## src/rtl/mem_arb_pkg.sv

```systemverilog
// ----------------------------------------------------------------------------
// mem_arb_pkg : shared types and constants for the fetch/data SRAM arbiter
// Revision: 1.0
// ----------------------------------------------------------------------------
`default_nettype none

package mem_arb_pkg;

  typedef enum logic [1:0] {
    IDLE   = 2'd0,
    ACCESS = 2'd1,
    DONE   = 2'd2
  } arb_state_e;

  typedef enum logic {
    OWN_IF  = 1'b0,
    OWN_MEM = 1'b1
  } arb_owner_e;

  localparam int unsigned c_default_sram_wait = 3;

  // The counter only ever holds SRAM_WAIT-1 down to 0.
  function automatic int unsigned cnt_width(input int unsigned wait_cycles);
    return (wait_cycles > 1) ? $clog2(wait_cycles) : 1;
  endfunction

endpackage

`default_nettype wire

```

## src/rtl/sram_wait_counter.sv

```systemverilog
// ----------------------------------------------------------------------------
// sram_wait_counter : loadable down-counter flagging the last SRAM access cycle
// Revision: 1.0
// ----------------------------------------------------------------------------
`default_nettype none

module sram_wait_counter #(
  parameter int unsigned WIDTH = 2
) (
  input  logic             clk,
  input  logic             rst,
  input  logic             load,
  input  logic [WIDTH-1:0] load_val,
  input  logic             dec,
  output logic             zero
);

  logic [WIDTH-1:0] cnt_q;
  logic [WIDTH-1:0] cnt_d;

  always_comb begin
    cnt_d = cnt_q;
    if (load) begin
      cnt_d = load_val;
    end else if (dec && (cnt_q != '0)) begin
      cnt_d = cnt_q - 1'b1;
    end
  end

  always_ff @(posedge clk) begin
    if (rst) begin
      cnt_q <= '0;
    end else begin
      cnt_q <= cnt_d;
    end
  end

  assign zero = (cnt_q == '0);

endmodule

`default_nettype wire

```

## src/rtl/mem_port_arbiter.sv

```systemverilog
// ----------------------------------------------------------------------------
// mem_port_arbiter : shares one multi-cycle SRAM between fetch and data ports
// Revision: 1.0
// ----------------------------------------------------------------------------
`default_nettype none

module mem_port_arbiter
  import mem_arb_pkg::*;
#(
  parameter int unsigned ADDR_W    = 32,
  parameter int unsigned DATA_W    = 32,
  parameter int unsigned SRAM_WAIT = c_default_sram_wait
) (
  input  logic              clk,
  input  logic              rst,
  input  logic              if_req,
  input  logic [ADDR_W-1:0] if_addr,
  output logic [DATA_W-1:0] if_rdata,
  output logic              if_ready,
  input  logic              mem_r_en,
  input  logic              mem_w_en,
  input  logic [ADDR_W-1:0] mem_addr,
  input  logic [DATA_W-1:0] mem_wdata,
  output logic [DATA_W-1:0] mem_rdata,
  output logic              mem_ready,
  output logic              sram_en,
  output logic              sram_we,
  output logic [ADDR_W-3:0] sram_addr,
  output logic [DATA_W-1:0] sram_wdata,
  input  logic [DATA_W-1:0] sram_rdata,
  output logic              freeze
);

  localparam int unsigned          CNT_W      = cnt_width(SRAM_WAIT);
  localparam logic [CNT_W-1:0]     c_cnt_load = CNT_W'(SRAM_WAIT - 1);

  arb_state_e        state_q, state_d;
  arb_owner_e        owner_q, owner_d;
  logic [ADDR_W-3:0] addr_q, addr_d;
  logic              we_q, we_d;
  logic [DATA_W-1:0] wdata_q, wdata_d;
  logic [DATA_W-1:0] if_rdata_q, if_rdata_d;
  logic [DATA_W-1:0] mem_rdata_q, mem_rdata_d;
  logic              mem_req;
  logic              cnt_load;
  logic              cnt_zero;
  logic              unused_byte_bits;

  assign mem_req          = mem_r_en | mem_w_en;
  assign unused_byte_bits = ^{if_addr[1:0], mem_addr[1:0]};

  sram_wait_counter #(
    .WIDTH (CNT_W)
  ) u_wait_cnt (
    .clk      (clk),
    .rst      (rst),
    .load     (cnt_load),
    .load_val (c_cnt_load),
    .dec      (state_q == ACCESS),
    .zero     (cnt_zero)
  );

  always_comb begin
    state_d     = state_q;
    owner_d     = owner_q;
    addr_d      = addr_q;
    we_d        = we_q;
    wdata_d     = wdata_q;
    if_rdata_d  = if_rdata_q;
    mem_rdata_d = mem_rdata_q;
    cnt_load    = 1'b0;
    case (state_q)
      IDLE: begin
        // Data port has strict priority; a simultaneous read+write is a write.
        if (mem_req) begin
          state_d  = ACCESS;
          owner_d  = OWN_MEM;
          addr_d   = mem_addr[ADDR_W-1:2];
          we_d     = mem_w_en;
          wdata_d  = mem_wdata;
          cnt_load = 1'b1;
        end else if (if_req) begin
          state_d  = ACCESS;
          owner_d  = OWN_IF;
          addr_d   = if_addr[ADDR_W-1:2];
          we_d     = 1'b0;
          cnt_load = 1'b1;
        end
      end
      ACCESS: begin
        if (cnt_zero) begin
          state_d = DONE;
          if (!we_q) begin
            if (owner_q == OWN_IF) begin
              if_rdata_d = sram_rdata;
            end else begin
              mem_rdata_d = sram_rdata;
            end
          end
        end
      end
      DONE:    state_d = IDLE;
      default: state_d = IDLE;
    endcase
  end

  always_ff @(posedge clk) begin
    if (rst) begin
      state_q     <= IDLE;
      owner_q     <= OWN_IF;
      addr_q      <= '0;
      we_q        <= 1'b0;
      wdata_q     <= '0;
      if_rdata_q  <= '0;
      mem_rdata_q <= '0;
    end else begin
      state_q     <= state_d;
      owner_q     <= owner_d;
      addr_q      <= addr_d;
      we_q        <= we_d;
      wdata_q     <= wdata_d;
      if_rdata_q  <= if_rdata_d;
      mem_rdata_q <= mem_rdata_d;
    end
  end

  assign sram_en    = (state_q == ACCESS);
  assign sram_we    = (state_q == ACCESS) & we_q;
  assign sram_addr  = addr_q;
  assign sram_wdata = wdata_q;
  assign if_rdata   = if_rdata_q;
  assign mem_rdata  = mem_rdata_q;
  assign if_ready   = (state_q == DONE) & (owner_q == OWN_IF);
  assign mem_ready  = (state_q == DONE) & (owner_q == OWN_MEM);

  assign freeze = ~rst & ((if_req & ~if_ready) | (mem_req & ~mem_ready));

endmodule

`default_nettype wire

```

## config.mk

```make
export PLATFORM = sky130hd
export DESIGN_NAME = mem_port_arbiter
export DESIGN_NICKNAME = d
export VERILOG_FILES = /design/src/rtl/mem_arb_pkg.sv /design/src/rtl/sram_wait_counter.sv /design/src/rtl/mem_port_arbiter.sv
export SDC_FILE = /design/constraint.sdc
export NUM_CORES = 1
export LEC_CHECK = 0
export ABC_AREA = 1
export BUFFER_PORTS_ARGS = -buffer_cell sky130_fd_sc_hd__buf_4
export CAP_MARGIN = 5
export CORE_ASPECT_RATIO = 0.9
export CORE_MARGIN = 1
export CORE_UTILIZATION = 26
export CTS_BUF_LIST = sky130_fd_sc_hd__clkbuf_8
export DETAILED_ROUTE_END_ITERATION = 6
export GPL_ROUTABILITY_DRIVEN = 0
export GPL_TIMING_DRIVEN = 0
export HOLD_SLACK_MARGIN = 0.15
export PLACE_DENSITY_LB_ADDON = 0.05
export SYNTH_ARGS = -nofsm -noshare
export SYNTH_HDL_FRONTEND = slang
export SYNTH_SLANG_ARGS = --single-unit
```

## constraint.sdc

```tcl
create_clock -name clk -period 1.6 [get_ports clk]
set_input_delay 0.4 -clock clk [delete_from_list [all_inputs] [get_ports clk]]
set_output_delay 0.4 -clock clk [all_outputs]
set_load 0.005 [all_outputs]
```

==> Word level (Yosys, flattened, before mapping) <==
Index checks and enable logic that the tools add are counted.
{ "totals": {"output_inout_bits": 131, "register_bits": 132} }
{ "classes": {"n_mux": 14, "eq_ne": 4, "reduce_logical": 12, "bitwise_logic": 13, "add_sub_neg": 1} }
{ "op_table": {"columns": ["cell", "count"], "rows": [
  ["30-bit 2-to-1 mux", 2],
  ["2-bit 2-to-1 mux", 5],
  ["4-bit AND reduction", 2],
  ["1-bit AND", 6],
  ["1-bit 2-to-1 mux", 6],
  ["2-bit AND reduction", 3],
  ["2-bit nonzero test", 3],
  ["1-bit inverter", 5],
  ["2-bit logical NOT", 2],
  ["2-bit case mux with 2 select lines", 1],
  ["3-bit != test, second input constant", 1],
  ["2-bit by 1-bit == test with 1-bit output, second input constant", 1],
  ["2-bit == test, second input constant", 1],
  ["2-bit != test, second input constant", 1],
  ["1-bit OR", 2],
  ["2-bit OR reduction", 1],
  ["2-bit by 1-bit subtractor with 2-bit output, second input constant", 1],
  ["1-bit logical AND", 1]
]} }

==> Longest topological paths before layout <==
{ "depth": {"word_depth": 6, "ltp_mapped": 8, "depth_no_buf": 8} }

==> Hierarchy <==
A second synthesis with hierarchy kept.
{ "hier_totals": {"cells_unflattened": 874, "area_unflattened_um2": 5696.7} }
{ "modules_own_cells": {"columns": ["mod", "area_each_um2", "instances", "cells_per_inst", "seq_area_each_um2"], "rows": [
  ["mem_port_arbiter", 5556.6, 1, 849, 2602.5],
  ["sram_wait_counter", 140.1, 1, 25, 40.0]
]} }

==> Least setup slack after synthesis <==
No wires, ideal clock.
{ "synth_timing": {"path_kind": "in2out", "start": "input mem_r_en", "end": "output freeze", "required_time_ps": 1200, "path_stages": 5, "setup_slack_ps": 230, "t_arrival_ps": 970, "n_path_buf": 1, "cell_sequence": "inv_1 -> nand2_1 -> buf_2 -> o21ai_0 -> a21oi_1"} }
{ "synth_between": {"elab_chain_len": 4} }
{ "synth_lines": {"columns": ["item", "line", "rtl"], "rows": [
  ["start, declared", "mem_port_arbiter.sv:20", "input logic mem_r_en,"],
  ["1-bit OR", "mem_port_arbiter.sv:49", "assign mem_req = mem_r_en | mem_w_en;"],
  ["1-bit AND", "mem_port_arbiter.sv:136", "assign freeze = ~rst & ((if_req & ~if_ready) | (mem_req & ~mem_ready));"],
  ["1-bit OR", "mem_port_arbiter.sv:136", null],
  ["1-bit AND", "mem_port_arbiter.sv:136", null],
  ["end, declared", "mem_port_arbiter.sv:31", "output logic freeze"]
]} }
No other way between the ends.

==> Worst setup path after layout <==
{ "layout_timing": {"start": "register state_q[0]", "end": "output freeze"} }
{ "layout_between": {"elab_chain_len": 6} }
{ "layout_lines": {"columns": ["item", "line", "rtl"], "rows": [
  ["start, declared", "mem_port_arbiter.sv:37", "arb_state_e state_q, state_d;"],
  ["start signal, assigned", "mem_port_arbiter.sv:117", "state_q <= state_d;"],
  ["2-bit == test *", "mem_port_arbiter.sv:133, mem_port_arbiter.sv:134", null],
  ["1-bit AND (on tied branches)", "mem_port_arbiter.sv:133, mem_port_arbiter.sv:134", null],
  ["1-bit inverter", "mem_port_arbiter.sv:136", null],
  ["1-bit AND", "mem_port_arbiter.sv:136", null],
  ["1-bit OR *", "mem_port_arbiter.sv:136", null],
  ["1-bit AND *", "mem_port_arbiter.sv:136", null]
]} }
Every way passes the cells marked *; elsewhere a longest branch is shown, timed or not.

==> summary.md <==
| Metric | Value |
|---|---|
| Die X | roughly 160 um |
| Leakage power | roughly 4.4 nW |
| Final nets | between 1000 and 1500 |
| Worst Path Buf+Inv | 2 |
| Min setup slack post-route | -61.5 ps |
| Post-synth top area share | between 40% and 50% |
| Share of post-route cells with drive strength above 1 | 29.1% |
| Final worst-path cycle share | 104% |
| Cell taking the most area after synthesis | dfxtp_1 |
| Slowest-stage cell, CP | dfxtp_4 |
| Clock Sinks | 132 |
| Non-Filler Cell Area, Final | between 8000 and 9000 um2 |
| I/O Buffers | 259 |
| Dpl ws | -267 ps |
| Max cap viols | 0 |
| Maximum single-stage delay on the critical path | between 300 and 400 ps |
| Tot Pwr | around 0.0087 W |
| Hold EP | sram_wdata[15] |
| Initial antenna violation count | 0 |
| Most frequent cells in the layout | 286 x nand2_1, 261 x nor2_1, 261 x buf_4 |
| Num CTS Buffers | 17 |
| Status | complete, but fails checks |
| IO Pins | 264 |
| H-tree levels | 4 |
| Clock transition at path regs | 80 ps |
| Fin cells | around 1400 |
| Final worst clock skew | about 8.4 ps |
| Max FO, Critical Path | 4 |
| R2R Setup Slk | 110 ps |
| Relative slew margins | between 50% and 60% |
| Mapped Area | 5580 um2 |
| Vias in the first global route | 5434 |
| Peak supply drop | 0.397 mV |
| Total die area | 22000 um2 |
| Routed wire per std cell | 12.7 um |
| CP cell instances | inv_4, nand2_4, o21ai_2, a21oi_2, buf_4 |
| Dpl hpwl | 13800 um |
| CP Class | reg -> out |
| Root Buffer Master | clkbuf_8 |
| Die H | 141 um |
| Synth warn | 0 |
| Syn Inst Count | 852 |
| Vias | between 5000 and 6000 |
| Unrepaired setup endpoints after global routing | yes |
| Maximum operating frequency | 602 MHz |
| Most common cell after layout, fill and taps aside | nand2_1 |
| Final ANT Viol Nets | 0 |
| Global-route wire length before repair | 28500 um |
| Pwr dens | approximately 1000 nW/um2 |
| Worst-margin pin slew | about 620 ps |
| Skew-Pair Late Insertion Delay | 460 ps |
| Core footprint | 20900 um2 |
| GRT Residual Overflow | 0 |
| Hold depth | 3 |
| Clock Tree Buf Depth | 2 |
| Post-synthesis cell type count | 18 |
| First-pass DRT Iterations | 4 |
| Layout area overhead | 49.3% |
| CP arrival | 1260 ps |
| Starting Density | a little over a quarter |
| R2r worst-path depth | 8 |
| Area after DPL | 7880 um2 |
| Pin count of the biggest net entering global routing | 17 |
| Final min period | between 1500 and 2000 ps |
| Synth Register Bits | roughly 130 |
| Standard-cell row count | 50 |
| Post-Synthesis Net Count | between 900 and 1000 |
| Reg2reg end | if_rdata[7] |
| Failing checks | setup timing |
| Via density | 3.96 |
| Register area share after synthesis | 47.4% |
| Detailed-route DRC error count | 0 |
| Hold_sp | mem_wdata[15] |
| Req. time, crit path | between 1000 and 1500 ps |
| Drt total wl | around 18000 um |
| Initial DRC Count | ~200 |
| Gr usage total | between 10% and 20% |
| Setup violations, final | 3 |
| Startpoint types | register |
| Mapped Avg Cell Area | 6.54 um2 |
| Crit end category | output pin |
| Setup TNS | -101 ps |
| Synth top area cells | dfxtp_1 47%, nand2_1 19%, nor2_1 18% |
| Final Hold Fails | 0 |
| Delay-heaviest family, CP | flip-flops |
| # placed instances | around 1400 |
| RR Startpoint | u_wait_cnt.cnt_q[0] |
| FILL cells | ~2400 |
| N_diodes | 0 |
| CTS tree | built |
| Slew Viols, Final | 0 |
| Hold crit path type | in -> reg |
[kinds of logic after synthesis]
group | Yosys count | synth area share [%]
AOI/OAI and AO/OA | 38 | 3.41
xor gates and xnor gates | 1 | 0.157
adders and majority gates | 1 | 0.224
buffers and inverters | 121 | 10.1
DFF | 132 | 47.4
and+or+nand+nor | 559 | 38.8
[worst max path at each step]
stage          startpoint  endpoint  slack (ps)  cells past startpoint
3_5_place_dp     mem_w_en    freeze        -270                      7
3_3_place_gp     mem_w_en    freeze        -270                      7
5_1_grt        state_q[0]    freeze        -130                      5
2_1_floorplan    mem_r_en    freeze         230                      5
4_1_cts        state_q[0]    freeze        -100                      5
6_report       state_q[0]    freeze         -60                      5
[worst min-delay path, delay by kind of cell]
family	cells	cell delay [ps]
buffers and inverters	1	70
AO/OA/AOI/OAI	1	70
AND/OR/NAND/NOR	1	70
[metrics by stage]
stage | utilization, % | hold WS (ps)
floorplan | - | 452
global placement | 37.7 | 465
detailed placement | 37.7 | 473
CTS | 39.7 | 153
global route | 39.8 | 176
finish | 39.8 | 195
[cell type report]
cell class              instances  area, um2  share of cell area [%]
multi-input cells             599       2400                    28.8
plain buffers                  44        283                    3.40
repair buffers                262       1970                    23.7
clock inverters                14        128                    1.53
clock buffers                  18        248                    2.98
flip-flops and latches        132       2650                    31.9
inverters                      77        292                    3.50
well taps                     286        358                    4.30
[power by group]
group | switching, W | internal [W]
Combinational | 0.00108 | 0.00106
Clock | 0.00147 | 0.00128
Sequential | 0.000194 | 0.00365
Total | 0.00274 | 0.00600
[sequential cells by signal (all words and copies together) (netlist names)]
register          cells
we_q                  1
u_wait_cnt.cnt_q      2
if_rdata             32
sram_addr            30
owner_q               1
sram_wdata           32
state_q               2
mem_rdata            32
[cell usage after synthesis]
master,number
buf_6,12
dfxtp_1,132
nor2_4,1
nor2_8,2
buf_1,10
ha_1,1
nand2_1,289
nand2_2,2
xor2_1,1
clkbuf_1,9
nor2_1,261
nand3_1,3
inv_1,76
inv_2,1
o21ai_0,34
a21oi_1,4
buf_2,13
nand3_4,1
[metal layers]
metal  share of wire, %  up-vias  global-route usage, %
li1                   -     3063                      -
met5                  0        -                      0
met3                7.5       16                   5.81
met4                1.3        0                   5.37
met1                 47     2436                   21.0
met2                 45      156                   26.8
[what timing repair did]
item,in CTS,in global routing
hold endpoints to repair,3,0
hold buffers,1,0
setup buffers,2,0
gates resized for setup,11,10
pin swaps,0,3
endpoints found under the setup margin,5,6
Note: power is estimated with default switching activity, not from simulation.
